`src/rtl/mem_definitions.sv`:
```
// Shared memory-access definitions for the pipeline.
// Contents:
//   mem_op_t    - memory operation carried with an instruction (NONE/LOAD/STORE)
//   mem_size_t  - access width and load extension (BYTE, HALF, WORD, BYTE_U, HALF_U)
//   mas_state_t - state of the memory-access stage FSM
//   is_misaligned() / lane_mask() - address/size helpers for a 4-lane word
package mem_definitions;

   typedef enum logic [1:0] {
      OP_NONE  = 2'd0,
      OP_LOAD  = 2'd1,
      OP_STORE = 2'd2
   } mem_op_t;

   typedef enum logic [2:0] {
      SZ_BYTE   = 3'd0,
      SZ_HALF   = 3'd1,
      SZ_WORD   = 3'd2,
      SZ_BYTE_U = 3'd3,
      SZ_HALF_U = 3'd4
   } mem_size_t;

   typedef enum logic {
      ST_IDLE   = 1'b0,
      ST_ACCESS = 1'b1
   } mas_state_t;

   // Undefined size codes are treated as WORD everywhere.
   function automatic logic is_misaligned(mem_size_t sz, logic [1:0] off);
      case (sz)
         SZ_BYTE, SZ_BYTE_U: return 1'b0;
         SZ_HALF, SZ_HALF_U: return off[0];
         default:            return (off != 2'b00);
      endcase
   endfunction

   function automatic logic [3:0] lane_mask(mem_size_t sz, logic [1:0] off);
      case (sz)
         SZ_BYTE, SZ_BYTE_U: return 4'b0001 << off;
         SZ_HALF, SZ_HALF_U: return 4'b0011 << off;
         default:            return 4'b1111;
      endcase
   endfunction

endpackage

```
`src/rtl/mem_access_stage_if.sv`:
```
// Data-memory bus between the memory-access stage (master) and memory (slave).
// Signals:
//   mem_req   master->slave  request active
//   mem_we    master->slave  write strobe (store)
//   mem_addr  master->slave  word-aligned address
//   mem_wdata master->slave  lane-replicated store data
//   mem_be    master->slave  byte enables
//   mem_rdata slave->master  read data, valid when mem_ready is high
//   mem_ready slave->master  completes the current request
// Handshake: a request is raised with mem_req=1 and all master outputs held
// stable until the rising edge where mem_ready=1 is sampled; that edge completes
// the transfer. mem_ready sampled while mem_req=0 has no effect.
interface mem_access_stage_if #(
   parameter int D_WIDTH = 32,
   parameter int A_WIDTH = 32
);
   logic                   mem_req;
   logic                   mem_we;
   logic [A_WIDTH-1:0]     mem_addr;
   logic [D_WIDTH-1:0]     mem_wdata;
   logic [D_WIDTH/8-1:0]   mem_be;
   logic [D_WIDTH-1:0]     mem_rdata;
   logic                   mem_ready;

   modport master (
      output mem_req, mem_we, mem_addr, mem_wdata, mem_be,
      input  mem_rdata, mem_ready
   );

   modport slave (
      input  mem_req, mem_we, mem_addr, mem_wdata, mem_be,
      output mem_rdata, mem_ready
   );
endinterface

```
`src/rtl/load_aligner.sv`:
```
// Combinational load lane extraction and extension.
// Ports:
//   rdata    in  raw memory word
//   addr_lo  in  byte offset within the word
//   mem_size in  access size / extension kind
//   data     out selected lane, sign- or zero-extended to D_WIDTH
module load_aligner
   import mem_definitions::*;
#(
   parameter int D_WIDTH = 32
) (
   input  logic [D_WIDTH-1:0] rdata,
   input  logic [1:0]         addr_lo,
   input  mem_size_t          mem_size,
   output logic [D_WIDTH-1:0] data
);

   logic [7:0]  lane_b;
   logic [15:0] lane_h;

   // Halfword lane only depends on addr_lo[1]; misaligned halves never reach here.
   assign lane_b = rdata[{addr_lo, 3'b000} +: 8];
   assign lane_h = rdata[{addr_lo[1], 4'b0000} +: 16];

   always_comb begin
      data = rdata;
      case (mem_size)
         SZ_BYTE:   data = {{(D_WIDTH-8){lane_b[7]}}, lane_b};
         SZ_BYTE_U: data = {{(D_WIDTH-8){1'b0}}, lane_b};
         SZ_HALF:   data = {{(D_WIDTH-16){lane_h[15]}}, lane_h};
         SZ_HALF_U: data = {{(D_WIDTH-16){1'b0}}, lane_h};
         default:   data = rdata;
      endcase
   end

endmodule

```
`src/rtl/mem_access_stage.sv`:
```
// Pipeline memory-access stage: accepts one instruction at a time from execute,
// performs a load/store over the data-memory bus and produces a one-cycle
// writeback pulse per accepted instruction.
// Ports:
//   clk, rstN              clock, asynchronous active-low reset
//   in_valid .. reg_write_in  instruction from execute (captured on accept)
//   stall                  high while a memory access is outstanding
//   mem                    data-memory bus (master side)
//   wb_valid/wb_we/wb_rd/wb_data  writeback outputs (registered)
//   misalign               one-cycle pulse with the writeback of a misaligned access
//   dbg_state              current FSM state
module mem_access_stage
   import mem_definitions::*;
#(
   parameter int D_WIDTH = 32,
   parameter int A_WIDTH = 32
) (
   input  logic                clk,
   input  logic                rstN,
   input  logic                in_valid,
   input  logic [D_WIDTH-1:0]  alu_out,
   input  logic [D_WIDTH-1:0]  store_data,
   input  mem_op_t             mem_op,
   input  mem_size_t           mem_size,
   input  logic [4:0]          rd_in,
   input  logic                reg_write_in,
   output logic                stall,
   mem_access_stage_if.master  mem,
   output logic                wb_valid,
   output logic                wb_we,
   output logic [4:0]          wb_rd,
   output logic [D_WIDTH-1:0]  wb_data,
   output logic                misalign,
   output mas_state_t          dbg_state
);

   mas_state_t          state_q, state_d;
   mem_op_t             op_q;
   mem_size_t           size_q;
   logic [A_WIDTH-1:0]  addr_q;
   logic [D_WIDTH-1:0]  sdata_q;
   logic [4:0]          rd_q;
   logic                rw_q;

   logic                wb_valid_q, wb_valid_d;
   logic                wb_we_q, wb_we_d;
   logic [4:0]          wb_rd_q, wb_rd_d;
   logic [D_WIDTH-1:0]  wb_data_q, wb_data_d;
   logic                misalign_q, misalign_d;

   logic                accept, in_is_mem, in_misalign, done;
   logic [D_WIDTH-1:0]  load_data;

   assign accept      = in_valid && (state_q == ST_IDLE);
   // Illegal op encodings fall through as NONE.
   assign in_is_mem   = (mem_op == OP_LOAD) || (mem_op == OP_STORE);
   assign in_misalign = is_misaligned(mem_size, alu_out[1:0]);
   assign done        = (state_q == ST_ACCESS) && mem.mem_ready;

   // ---- FSM: state register ----
   always_ff @(posedge clk or negedge rstN) begin
      if (!rstN) state_q <= ST_IDLE;
      else       state_q <= state_d;
   end

   // ---- FSM: next state ----
   always_comb begin
      state_d = state_q;
      case (state_q)
         ST_IDLE:   if (accept && in_is_mem && !in_misalign) state_d = ST_ACCESS;
         ST_ACCESS: if (mem.mem_ready) state_d = ST_IDLE;
         default:   state_d = ST_IDLE;
      endcase
   end

   // ---- FSM: outputs ----
   // Bus outputs are gated by the ACCESS state so reset drops them at once.
   always_comb begin
      stall         = (state_q == ST_ACCESS);
      mem.mem_req   = (state_q == ST_ACCESS);
      mem.mem_we    = 1'b0;
      mem.mem_addr  = '0;
      mem.mem_be    = '0;
      mem.mem_wdata = '0;
      if (state_q == ST_ACCESS) begin
         mem.mem_we   = (op_q == OP_STORE);
         mem.mem_addr = {addr_q[A_WIDTH-1:2], 2'b00};
         mem.mem_be   = lane_mask(size_q, addr_q[1:0]);
         case (size_q)
            SZ_BYTE, SZ_BYTE_U: mem.mem_wdata = {(D_WIDTH/8){sdata_q[7:0]}};
            SZ_HALF, SZ_HALF_U: mem.mem_wdata = {(D_WIDTH/16){sdata_q[15:0]}};
            default:            mem.mem_wdata = sdata_q;
         endcase
      end
   end

   assign dbg_state = state_q;

   // ---- instruction capture on accept ----
   always_ff @(posedge clk or negedge rstN) begin
      if (!rstN) begin
         op_q    <= OP_NONE;
         size_q  <= SZ_BYTE;
         addr_q  <= '0;
         sdata_q <= '0;
         rd_q    <= '0;
         rw_q    <= 1'b0;
      end else if (accept) begin
         op_q    <= mem_op;
         size_q  <= mem_size;
         addr_q  <= alu_out[A_WIDTH-1:0];
         sdata_q <= store_data;
         rd_q    <= rd_in;
         rw_q    <= reg_write_in;
      end
   end

   load_aligner #(.D_WIDTH(D_WIDTH)) u_load_aligner (
      .rdata    (mem.mem_rdata),
      .addr_lo  (addr_q[1:0]),
      .mem_size (size_q),
      .data     (load_data)
   );

   // ---- writeback next values ----
   // NONE and misaligned ops write back directly from the accept cycle;
   // real memory ops write back from the completing mem_ready edge.
   always_comb begin
      wb_valid_d = 1'b0;
      wb_we_d    = 1'b0;
      misalign_d = 1'b0;
      wb_rd_d    = wb_rd_q;
      wb_data_d  = wb_data_q;
      if (accept) begin
         if (!in_is_mem) begin
            wb_valid_d = 1'b1;
            wb_we_d    = reg_write_in;
            wb_rd_d    = rd_in;
            wb_data_d  = alu_out;
         end else if (in_misalign) begin
            wb_valid_d = 1'b1;
            misalign_d = 1'b1;
            wb_rd_d    = rd_in;
            wb_data_d  = alu_out;
         end
      end else if (done) begin
         wb_valid_d = 1'b1;
         wb_rd_d    = rd_q;
         if (op_q == OP_LOAD) begin
            wb_we_d   = rw_q;
            wb_data_d = load_data;
         end
      end
   end

   always_ff @(posedge clk or negedge rstN) begin
      if (!rstN) begin
         wb_valid_q <= 1'b0;
         wb_we_q    <= 1'b0;
         wb_rd_q    <= '0;
         wb_data_q  <= '0;
         misalign_q <= 1'b0;
      end else begin
         wb_valid_q <= wb_valid_d;
         wb_we_q    <= wb_we_d;
         wb_rd_q    <= wb_rd_d;
         wb_data_q  <= wb_data_d;
         misalign_q <= misalign_d;
      end
   end

   assign wb_valid = wb_valid_q;
   assign wb_we    = wb_we_q;
   assign wb_rd    = wb_rd_q;
   assign wb_data  = wb_data_q;
   assign misalign = misalign_q;

endmodule

```
`src/flat_wrapper.sv`:
```
// flat-port wrapper written by rule: the top's interface ports become plain ports
module mem_access_stage_flat import mem_definitions::*;
#(
   parameter int D_WIDTH = 32,
   parameter int A_WIDTH = 32
)
  (clk, rstN, in_valid, alu_out, store_data, mem_op, mem_size, rd_in, reg_write_in, stall, wb_valid, wb_we, wb_rd, wb_data, misalign, dbg_state, mem_mem_req, mem_mem_we, mem_mem_addr, mem_mem_wdata, mem_mem_be, mem_mem_rdata, mem_mem_ready);
  mem_access_stage_if #(.D_WIDTH(D_WIDTH), .A_WIDTH(A_WIDTH)) mem_i ();
  input  logic clk;
  input  logic rstN;
  input  logic in_valid;
  input  logic [D_WIDTH-1:0] alu_out;
  input  logic [D_WIDTH-1:0] store_data;
  input  mem_op_t mem_op;
  input  mem_size_t mem_size;
  input  logic [4:0] rd_in;
  input  logic reg_write_in;
  output logic stall;
  output logic wb_valid;
  output logic wb_we;
  output logic [4:0] wb_rd;
  output logic [D_WIDTH-1:0] wb_data;
  output logic misalign;
  output mas_state_t dbg_state;
  output wire logic [$bits(mem_i.mem_req)-1:0] mem_mem_req;
  output wire logic [$bits(mem_i.mem_we)-1:0] mem_mem_we;
  output wire logic [$bits(mem_i.mem_addr)-1:0] mem_mem_addr;
  output wire logic [$bits(mem_i.mem_wdata)-1:0] mem_mem_wdata;
  output wire logic [$bits(mem_i.mem_be)-1:0] mem_mem_be;
  input wire logic [$bits(mem_i.mem_rdata)-1:0] mem_mem_rdata;
  input wire logic [$bits(mem_i.mem_ready)-1:0] mem_mem_ready;
  assign mem_mem_req = mem_i.mem_req;
  assign mem_mem_we = mem_i.mem_we;
  assign mem_mem_addr = mem_i.mem_addr;
  assign mem_mem_wdata = mem_i.mem_wdata;
  assign mem_mem_be = mem_i.mem_be;
  assign mem_i.mem_rdata = mem_mem_rdata;
  assign mem_i.mem_ready = mem_mem_ready;
  mem_access_stage #(.D_WIDTH(D_WIDTH), .A_WIDTH(A_WIDTH)) u_core (.clk(clk), .rstN(rstN), .in_valid(in_valid), .alu_out(alu_out), .store_data(store_data), .mem_op(mem_op), .mem_size(mem_size), .rd_in(rd_in), .reg_write_in(reg_write_in), .stall(stall), .mem(mem_i), .wb_valid(wb_valid), .wb_we(wb_we), .wb_rd(wb_rd), .wb_data(wb_data), .misalign(misalign), .dbg_state(dbg_state));
endmodule
```
`config.mk`:
```
export PLATFORM = sky130hd
export DESIGN_NAME = mem_access_stage_flat
export DESIGN_NICKNAME = d
export VERILOG_FILES = /design/src/rtl/mem_definitions.sv /design/src/rtl/mem_access_stage_if.sv /design/src/rtl/load_aligner.sv /design/src/rtl/mem_access_stage.sv /design/src/flat_wrapper.sv
export SDC_FILE = /design/constraint.sdc
export NUM_CORES = 1
export LEC_CHECK = 0
export CAP_MARGIN = 20
export CORE_UTILIZATION = 45
export DETAILED_ROUTE_END_ITERATION = 16
export PLACE_DENSITY = 0.9
export SLEW_MARGIN = 30
export SYNTH_ARGS = -nofsm -noshare
export SYNTH_HDL_FRONTEND = slang
export SYNTH_SLANG_ARGS = --single-unit
```
`constraint.sdc`:
```
create_clock -name clk -period 5.1 [get_ports clk]
set_clock_uncertainty 0.05 [all_clocks]
set_input_delay 0.51 -clock clk [delete_from_list [all_inputs] [get_ports clk]]
set_output_delay 0.51 -clock clk [all_outputs]
set_load 0.05 [all_outputs]
```
==> flow_metrics.tcl <==
set metrics [dict create \
    antenna_found_initial 0 \
    syn_area_per_cell_um2 8.18 \
    irDropWorstVdd_mv 0.346 \
    status "finished clean" \
    reg2reg_depth 5 \
    dpl.hpwl_um 14400 \
    stdcell_count 1157 \
    crit_required_ps 4540 \
    drcViolationCount 0 \
    cts_buffers 17 \
    vias_per_cell 5.55 \
    h-tree-depth 4 \
    grt_pass1_wl_um 32100 \
    synth.distinct_cells 48 \
    switching_share_pct 40.4 \
    startpoint_type "flip-flop" \
    row_count 43 \
    async_flop_share_pct 100 \
    cts_resized 0 \
    finish.instance_area_um2 9170 \
    ys_ff_latch 116 \
    power.share.combinational_pct 40.6 \
    dieArea_um2 14700 \
    clockBufferDepth 2 \
    synth_warnings 0 \
    grt_pass1_vias 6198 \
    pwr-share-seq_pct 31.0 \
    drv_cap 0 \
    slew_headroom_pct 39.6 \
    p_sw_mw 1.69 \
    r2r-end "u_core.wb_data[12]$_DFFE_PN0P_" \
    setup_violations 0 \
    netlist_instances 781 \
    start_util_pct 46.0 \
    hold_buffers 0 \
    critPathKind "flip-flop to output pin" \
    cp_max_fo 20 \
    arrival_ps 3240 \
    period_minus_slack_ps 3800 \
    via_count 6427 \
    n_antenna_cell 0 \
    p_clk_share_pct 28.4 \
    post-route-util_pct 66.0 \
    layout-drive-gt1-share_pct 6.76 \
    grt-ovfl-total 0 \
    die_w_um 121 \
    cp-end-kind "output pin" \
    drt_wl_total_um 20300 \
    syn_area_um2 6390 \
    drtIter0Drc 507 \
    io_buffers 220 \
    place_congestion 0.916 \
    p_leak_nw 4.00 \
    synth-edff-count 0 \
    p_int_mw 2.49 \
    nets 1076 \
    tns_ps 0 \
    dpl.cell_count 1126 \
    r2r_start "u_core.dbg_state$_DFF_PN0_" \
    critical_path.startpoint "u_core.size_q[1]$_DFFE_PN0P_" \
    worstMarginPinSlew_ps 903 \
    dieHeight_um 121 \
    totalPowerFinal_mw 4.17 \
    io_pins 223 \
    r2r_slack_ps 2110 \
    hold_violations 0 \
    rsz0062_at_grt "false" \
    fmax_mhz 263 \
    grt_max_degree 75 \
    area_growth_pct 43.5 \
    clkLatencyLatePin_ps 410 \
    p_per_area_nw_per_um2 455 \
    clkTransAtPathRegs_ps 50 \
    dr.pass1.iters 5 \
    antenna_left 0 \
    grt_usage_pct 28.6 \
    maxSlewViolCount 0 \
    root_buffer "clkbuf_16" \
    min_period_over_period_pct 74.6 \
    post_drt_wl_per_cell_um 17.6 \
    cts_sinks 116 \
    placed_cell_area_um2 8580 \
    cts_setup_buffers 0 \
    ys_seq_area_share_pct 45.5 \
    coreArea_um2 13900 \
    worstHoldPathType "input pin to asynchronous set/reset pin" \
    cts_tree "done" \
    synthFlopType "dfrtp_1" \
]
Yosys cell counts (2+ instances only):
master,count,share of area [%]
a21oi_1,44,3.4
a21oi_2,2,0.27
a221oi_1,7,0.96
a31oi_1,9,0.88
a32oi_1,8,1.1
and2_1,38,3.7
buf_1,7,0.41
buf_2,13,1.0
buf_4,7,0.82
buf_6,7,1.2
clkbuf_1,28,1.6
dfrtp_1,116,45
inv_1,8,0.47
mux2_2,13,2.3
mux2i_1,9,1.4
nand2_1,266,16
nand2b_1,5,0.49
nand3b_1,3,0.35
nor2_1,30,1.8
nor2b_1,11,1.1
nor3_1,2,0.16
o21a_1,13,1.5
o21ai_0,54,4.2
o21ai_1,19,1.5
o22ai_1,29,2.8
o32ai_1,8,1.1
or2_2,2,0.20
or3_1,2,0.20
xor2_2,2,0.51
worst max-delay path by stage:
stage	to	slack [ps]	depth (start not counted)
finish	mem_mem_wdata[27]	1300	6
global route	mem_mem_wdata[30]	1100	6
CTS	mem_mem_wdata[27]	980	6
detailed placement	mem_mem_wdata[27]	1420	6
global placement	mem_mem_be[2]	1460	6
floorplan	mem_mem_be[0]	2380	5
logic make-up after synthesis:
| family | count (synthesis) | synth area share [%] |
|---|---|---|
| DFF | 116 | 45.5 |
| xor gates and xnor gates | 3 | 0.647 |
| and+or+nand+nor | 366 | 24.5 |
| AOI/OAI and AO/OA | 202 | 19.8 |
| muxes | 22 | 3.70 |
| buffers and inverters | 71 | 5.84 |
| other | 1 | 0.0587 |
sequential cells by signal (all words and copies together) (netlist names):
register and cells:
u_core.wb_data 32, u_core.rw_q 1, u_core.wb_valid 1, u_core.dbg_state 1
u_core.misalign 1, u_core.wb_rd 5, u_core.sdata_q 32, u_core.wb_we 1
u_core.op_q 2, u_core.size_q 3, u_core.rd_q 5, u_core.addr_q 32
critical path, stage by stage, from the launching register on:
cell             delay, ps
dfrtp_1                630
nand2b_1               430
nand2_1                410
o22ai_1                140
a21oi_1                260
o21a_1                 160
clkdlybuf4s50_1        800
metal layers:
layer | up-vias | track usage, % | routed length [um]
met5 | - | 0 | 0
met4 | 0 | 14.4 | 733
met3 | 53 | 6.53 | 1660
met2 | 311 | 46.0 | 9690
met1 | 3060 | 36.0 | 8250
li1 | 3003 | - | -
area by class of cell:
type	instances	area, um2
Sequential cell	116	2910
Clock inverter	10	133
Multi-Input combinational cell	595	3140
Clock buffer	21	450
Tap cell	180	225
Inverter	8	30.0
Timing Repair Buffer	227	2280
Fill cell	1151	4720
power groups by stage:
| stage | Clock [mW] | Combinational (mW) | Sequential, mW |
|---|---|---|---|
| after global routing | 1.25 | 1.80 | 1.32 |
| after floorplan | 0 | 0.787 | 1.61 |
| after detailed placement | 0 | 1.69 | 1.30 |
| after CTS | 1.20 | 1.69 | 1.29 |
| final | 1.18 | 1.69 | 1.30 |
| after global placement | 0 | 1.65 | 1.30 |
cell usage in the layout, fill, tap and decap left out, types with 2 or more instances in the layout:
cell / instances
dfrtp_1: 114
mux2i_1: 9
o22ai_1: 29
o21a_1: 13
conb_1: 2
clkinvlp_4: 3
a21oi_1: 44
buf_4: 6
clkbuf_16: 17
xor2_2: 2
nor3_1: 2
mux2_2: 13
clkinv_2: 4
or2_2: 2
and2_1: 38
o21ai_0: 54
a31oi_1: 9
or3_1: 2
a32oi_1: 8
nor2_1: 30
nor2b_1: 10
o21ai_1: 19
clkdlybuf4s50_1: 219
bufinv_16: 3
o32ai_1: 8
nand3b_1: 3
a221oi_1: 7
inv_1: 8
nand2b_1: 4
clkbuf_1: 3
nand2_1: 266
metrics by stage:
stage	hold slack [ps]	worst slack, ps
floorplan	164	2380
global placement	399	1460
detailed placement	403	1420
CTS	166	978
global route	193	1100
finish	140	1300
(Power assumes the default switching activity.)
==> RTL change, RTL diff (same settings) <==
Take the reset off `wb_data_q` and load it in a clocked block of its own.
--- a/src/rtl/mem_access_stage.sv
+++ b/src/rtl/mem_access_stage.sv
@@ -160,3 +160,2 @@
          wb_rd_q    <= '0;
-         wb_data_q  <= '0;
          misalign_q <= 1'b0;
@@ -166,5 +165,8 @@
          wb_rd_q    <= wb_rd_d;
-         wb_data_q  <= wb_data_d;
          misalign_q <= misalign_d;
       end
+   end
+
+   always_ff @(posedge clk) begin
+      wb_data_q <= wb_data_d;
    end
Function: changed (Yosys sat finds a counterexample within 4 cycles, from zero or initial values and one cycle with rstN low).
==> RTL change against the original RTL <==
  * Sequential power is 3% lower
  * Power shrank 11%
  * Sequential cell count did not move
  * Critical endpoint is now mem_mem_wdata[15]
  * Critical path depth down 1
  * Worst setup slack improved by 19 ps
  * First-iteration DRC count is 25% lower
  * Design area down 2.6%
  * Highest routed layer unchanged
  * Wire length fell by 5.6%
  * Count of clock-buffer cells in the layout increased by 2
  * Global-route usage shrank 0.72 points
  * Clock power fell by 4%
  * Synthesized area decreased by 4.0%
==> RTL change: results (changes against the original RTL) <==
[run_status]
status = finished clean

[placement]
globalplace.congestion = 0.949  ; +3.7%
dpl_worst_slack_ps = 1780  ; +367 ps
dp.final_hpwl_mm = 13.3  ; -8.1%

[route]
vias = 5799  ; -9.8%
route.met2.wl_mm = 9.31  ; -3.9%
met1Wirelength_mm = 7.92  ; -4.0%
drt_wl_total_mm = 19.2  ; -5.6%
avgViaCountPerCell = 5.45  ; -2.0%
met3_length_mm = 1.30  ; -22%
drt_iter0_drc = 382  ; -25%

[worst_setup_path]
reg2reg_to = u_core.wb_data[19]
cp-startpoint = u_core.size_q[0]
r2r_slack_ps = 2460  ; +350 ps
r2r-start = u_core.addr_q[1]
cp-endpoint = mem_mem_wdata[15]
max_stage_delay_ps = 860  ; +60 ps
cp_top_family = flip-flops
crit_path_max_fanout = 24  ; +20%
critPathSlowestCell = dfrtp_1

[layout]
fillers = 1058  ; -8.1%
layout-drive-gt1-share_pct = 7.31  ; +0.56 points

[grt]
grt_max_degree = 106  ; +41%
track_usage_pct = 27.8  ; -0.72 points
grt_pass1_vias = 5619  ; -9.3%
grt_pass1_wl_mm = 29.9  ; -6.9%

[sta]
slew-limit-headroom_pct = 41.8  ; +2.2 points
holdWs_ps = 102  ; -38.1 ps

[yosys]
synth_area_leaders = dfrtp_1 34%, edfxtp_1 16%, nand2_1 15%, and2_1 4.5%, mux4_2 2.6%
ys_async_sr_fraction_pct = 72.4  ; -28 points
yosysUniqueCellTypes = 51  ; +6.3%
yosys-top-cells-count = 245 x nand2_1, 84 x dfrtp_1, 44 x and2_1

[power_and_ir_drop]
power_leakage_uw = 0.00386  ; -3.5%

[RTL change: cell type report]
class,instances,area (um2),share of cell area (%)
clock buffers,23,489,5.48
clock inverters,9,76.3,0.855
inverters,7,26.3,0.294
multi-input cells,509,2810,31.5
flip-flops and latches,116,3060,34.3
well taps,176,220,2.47
repair buffers,225,2240,25.1
[RTL change: logic make-up (layout without fill, tap and decap cells)]
group	after synthesis	in the layout	synth area share, %
other	1	2	0.0612
multiplexers	19	19	4.86
AND/OR/NAND/NOR	355	355	24.9
AO/OA/AOI/OAI	129	129	14.8
buffers and inverters	58	264	4.55
XOR/XNOR	4	4	0.878
flip-flops	116	116	50.0
[RTL change: per-layer routing]
| metal | GRT usage (%) | vias to the layer above |
|---|---|---|
| met3 | 6.71 | 48 |
| met1 | 34.8 | 2789 |
| met5 | 0 | - |
| met2 | 45.1 | 254 |
| li1 | - | 2708 |
| met4 | 13.8 | 0 |
[RTL change: report_power, final]
group	total [uW]	switching, uW	internal (uW)
logic	1320	844	473
registers	1260	125	1140
clock network	1130	411	720
